==> config.mk <==
export PLATFORM = sky130hd
export DESIGN_NAME = ili9341_init_seq
export DESIGN_NICKNAME = d
export VERILOG_FILES = /design/src/rtl/ili9341_init_seq.sv
export SDC_FILE = /design/constraint.sdc
export NUM_CORES = 1
export LEC_CHECK = 0
export CAP_MARGIN = 20
export CORE_MARGIN = 3
export CORE_UTILIZATION = 63
export DETAILED_ROUTE_END_ITERATION = 6
export HOLD_SLACK_MARGIN = 0.15
export PLACE_DENSITY = 0.85
export SYNTH_ARGS = -nofsm -noshare
export SYNTH_HDL_FRONTEND = slang
export SYNTH_SLANG_ARGS = --single-unit
==> constraint.sdc <==
create_clock -name clk -period 9.7 [get_ports clk]
set_clock_uncertainty 0.1 [all_clocks]
set_input_delay 1.94 -clock clk [delete_from_list [all_inputs] [get_ports clk]]
set_output_delay 1.94 -clock clk [all_outputs]
set_load 0.01 [all_outputs]
==> src/rtl/ili9341_init_seq.sv <==
// ILI9341 power-up sequencer: walks a fixed command/data/delay table and
// offers each byte to the SPI transmitter over a valid/ready handshake.
module ili9341_init_seq #(
  parameter int unsigned DELAY_TICKS = 16000
) (
  input  logic       clk,
  input  logic       rst,
  input  logic       start,
  input  logic       tx_ready,
  output logic       tx_valid,
  output logic [7:0] tx_data,
  output logic       tx_dc,
  output logic       init_done
);

  localparam int unsigned TW = (DELAY_TICKS > 1) ? $clog2(DELAY_TICKS) : 1;
  localparam logic [TW-1:0] TICK_LOAD = TW'(DELAY_TICKS - 1);

  localparam logic [1:0] T_CMD = 2'b00;
  localparam logic [1:0] T_DAT = 2'b01;
  localparam logic [1:0] T_DLY = 2'b10;

  typedef enum logic [2:0] {IDLE, FETCH, SEND, DELAY, DONE} state_t;

  state_t        state, state_nx;
  logic [3:0]    pc, pc_nx;
  logic [TW-1:0] tick, tick_nx;
  logic [7:0]    ms, ms_nx;
  logic          tx_valid_nx, tx_dc_nx, init_done_nx;
  logic [7:0]    tx_data_nx;
  logic [1:0]    ent_type;
  logic [7:0]    ent_val;

  // Init table; unused indices decode as the end marker
  always_comb begin
    ent_type = 2'b11;
    ent_val  = 8'h00;
    case (pc)
      4'd0: begin ent_type = T_CMD; ent_val = 8'h01; end
      4'd1: begin ent_type = T_DLY; ent_val = 8'd5;   end
      4'd2: begin ent_type = T_CMD; ent_val = 8'h11; end
      4'd3: begin ent_type = T_DLY; ent_val = 8'd120; end
      4'd4: begin ent_type = T_CMD; ent_val = 8'h3A; end
      4'd5: begin ent_type = T_DAT; ent_val = 8'h55; end
      4'd6: begin ent_type = T_CMD; ent_val = 8'h29; end
      default: begin ent_type = 2'b11; ent_val = 8'h00; end
    endcase
  end

  always_ff @(posedge clk) begin
    if (rst) begin
      state     <= IDLE;
      pc        <= '0;
      tick      <= '0;
      ms        <= '0;
      tx_valid  <= 1'b0;
      tx_data   <= '0;
      tx_dc     <= 1'b0;
      init_done <= 1'b0;
    end else begin
      state     <= state_nx;
      pc        <= pc_nx;
      tick      <= tick_nx;
      ms        <= ms_nx;
      tx_valid  <= tx_valid_nx;
      tx_data   <= tx_data_nx;
      tx_dc     <= tx_dc_nx;
      init_done <= init_done_nx;
    end
  end

  always_comb begin
    state_nx     = state;
    pc_nx        = pc;
    tick_nx      = tick;
    ms_nx        = ms;
    tx_valid_nx  = tx_valid;
    tx_data_nx   = tx_data;
    tx_dc_nx     = tx_dc;
    init_done_nx = init_done;
    case (state)
      IDLE: if (start) state_nx = FETCH;
      FETCH: begin
        case (ent_type)
          T_CMD, T_DAT: begin
            pc_nx       = pc + 4'd1;
            state_nx    = SEND;
            tx_valid_nx = 1'b1;
            tx_data_nx  = ent_val;
            tx_dc_nx    = ent_type[0];
          end
          T_DLY: begin
            pc_nx = pc + 4'd1;
            if (ent_val != 8'd0) begin
              state_nx = DELAY;
              tick_nx  = TICK_LOAD;
              ms_nx    = ent_val - 8'd1;
            end
          end
          default: begin
            state_nx     = DONE;
            init_done_nx = 1'b1;
          end
        endcase
      end
      SEND: if (tx_ready) begin
        tx_valid_nx = 1'b0;
        state_nx    = FETCH;
      end
      DELAY: begin
        if (tick == '0) begin
          if (ms == 8'd0) begin
            state_nx = FETCH;
          end else begin
            ms_nx   = ms - 8'd1;
            tick_nx = TICK_LOAD;
          end
        end else begin
          tick_nx = tick - 1'b1;
        end
      end
      DONE: ;
      default: state_nx = IDLE;
    endcase
  end

endmodule
==> metrics <==
status=complete, no violations; layout cell share with drive strength beyond 1=8.92%; FFs w/ async S/R, synth=0%; CTS buffer count=5; EDFF count, synth=0; Final #Nets=279; Residual DRC=0; worst path bufs/invs=1; Worst Hold Class=reg -> reg; sequential share of power=a little over a third; drt wl/cell=between 10 and 15 um; pre-CTS WS=6460 ps; Crit Path Class=reg -> out; area delta synth->final=7.91%; setup TNS=0 ps; CTS max path bufs=2; Die Span Y=around 64 um; Critical Path Slowest Stage Cell=clkdlybuf4s50_1; sequential share of the synthesized area=35.6%; worst skew pair latency=350 ps; gr usage total=24.7%; r2r setup slk=around 6400 ps; Reg clk slew, reported paths=100 ps; RR Startpoint=state[1]; Cell Rows=20; Final Max Slew Viols=0; Remaining Overflow, GRT=0; Mapped Area=2140 um^2; Die ar.=4120 um^2; Worst VDD drop=206 uV; RR Endpoint=ms[6]; die width=64.2 um; Clk network pwr share=12.6%; cts hold-fix bufs=0; initial antenna violation count=0; CP max stage delay=540 ps; WHS Endpoint=tx_dc; vias per cell=6.31; RSZ-0062 raised after global routing=no; Mapped Nets=272; first-pass GRT wire length=just over 8000 um; fmax=approximately 0.3 GHz; via count=1,975; synth warn=0; Worst Setup Start Kind=flip-flop; hold depth=2; synthesis-stage register bit count=38; RePlAce Congestion=0.869; FILL cells=253; power per cell area=between 200 and 300 nW/um^2; IO Port Bufs=13; syn_area_per_cell=8.15 um^2; drt pass-1 iters=5; Multi-input gate area=around 1300 um^2; Iter 0 DRT Violations=194; CP required=7660 ps; I/O pins=15; internal power=0.339 mW; minimum clock period=3290 ps; Netlist cell types=56; hold_sp=tx_dc; CTS tree=yes; Critical Path Fanout Max=3; slew margin rel.=roughly 46%; CTS root buffer=clkbuf_4; Pwr Total=0.604 mW; number of nets with antenna violations after routing=0; Resize count post-CTS=0; total core area=between 3000 and 4000 um^2; Logic pwr share=roughly half; Final Setup Violations=0; most common cell after layout, fill and taps aside=dfxtp_1; Switch Pwr=0.265 mW; r2r worst-path depth=9; Max H-tree Level=2; Total Routed Length=4540 um; final hold violation count=0; sw frac=between 40% and 50%; Post-synth top flop=dfxtp_1; Gate Count Post-Synth=roughly 260; FF+latch area=between 700 and 800 um^2; Tightest Pin Transition=803 ps; n_diodes=0; vias in the first global route=1,767; leakage power=0.818 nW; Max Cap Violations=0; most frequent cells in the layout=38 x dfxtp_1, 27 x nor2_1, 26 x a21oi_1; cells along the critical path=clkdlybuf4s50_1; PnR worst setup slack=6410 ps; Starting Density=67.7%; Post-CTS Setup Inserts=0; Hold WS=357 ps; CP top delay family=buffers and inverters; largest net degree at the start of global routing=38; DP Wirelength=between 3000 and 4000 um; Worst EP arrival=1250 ps; Period Utilization, post-route=33.9%; CTS sink count=38; crit end category=primary output
layer usage:
metal / global-route usage (%) / wire (um) / share of wire (%) / up-vias
met1: 35.9 / 2290 / 51 / 900
met4: 11.1 / 99 / 2.2 / 0
li1: - / - / - / 994
met2: 35.0 / 1880 / 41 / 66
met3: 4.92 / 266 / 5.9 / 15
met5: 0 / 0 / 0 / -
final cells by class:
class	count	share of cell area, %
clock buffers	7	1.95
inverters	10	1.63
multi-input cells	200	55.0
flip-flops and latches	38	33.0
well taps	44	2.39
repair buffers	14	5.97
sequential cells by signal (all words and copies together), names as in the netlist:
signal     cells
tick          14
ms             8
tx_data        6
pc             4
state          3
init_done      1
tx_dc          1
tx_valid       1
how the worst max path moves through the flow:
stage,start,endpoint,slack (ps),cells after the start
global placement,rst,state[0],6490,4
detailed placement,rst,state[0],6460,4
finish,tx_data[5],tx_data[3],6410,1
floorplan,state[1],ms[6],6490,12
CTS,tx_data[5],tx_data[3],6400,1
global route,state[1],ms[6],6200,9
through the flow:
stage	cells	util, %	area (um^2)
final	313	73.1	2300
after global routing	313	73.1	2300
after CTS	313	73.1	2300
after detailed placement	306	71.7	2260
after global placement	306	71.7	2260
after floorplan	262	-	2140
cells in the mapped netlist (all sizes together) (2+ instances only):
cell type | number | area share (%)
dfxtp | 38 | 36
nor2 | 27 | 4.7
a21oi | 26 | 6.1
nand2 | 17 | 3.0
o21ai | 17 | 4.2
nor3 | 15 | 3.7
clkbuf | 10 | 1.8
inv | 10 | 1.8
or4 | 7 | 2.9
a211oi | 6 | 2.7
ha | 6 | 3.5
or3 | 6 | 1.8
a31oi | 5 | 1.5
mux2i | 5 | 2.3
nand2b | 5 | 1.5
nand3 | 5 | 1.2
a311oi | 4 | 1.6
buf | 4 | 1.5
o31ai | 4 | 1.4
a31o | 3 | 1.2
nand4 | 3 | 0.88
nor3b | 3 | 1.1
o21a | 3 | 1.1
or3b | 3 | 1.2
a41oi | 2 | 0.82
and3 | 2 | 0.59
nand4b | 2 | 0.82
nor4 | 2 | 0.59
o211ai | 2 | 0.70
o21bai | 2 | 0.70
o22ai | 2 | 0.59
power groups by stage:
stage	clock network, mW	registers (mW)	logic, mW
global route	0.0836	0.222	0.351
global placement	0	0.217	0.302
floorplan	0	0.211	0.250
CTS	0.0775	0.215	0.308
detailed placement	0	0.218	0.306
finish	0.0760	0.216	0.312
cell families after synthesis:
kind of cell	count (synthesis)	share of synthesized area, %
adder cells (fa/ha/maj)	6	3.51
other	1	0.176
XOR/XNOR	1	0.410
AND/OR/NAND/NOR	104	26.9
flip-flops	38	35.6
buffers and inverters	24	4.98
multiplexers	5	2.34
AO/OA/AOI/OAI	83	26.1
Note: power is estimated with default switching activity, not from simulation.
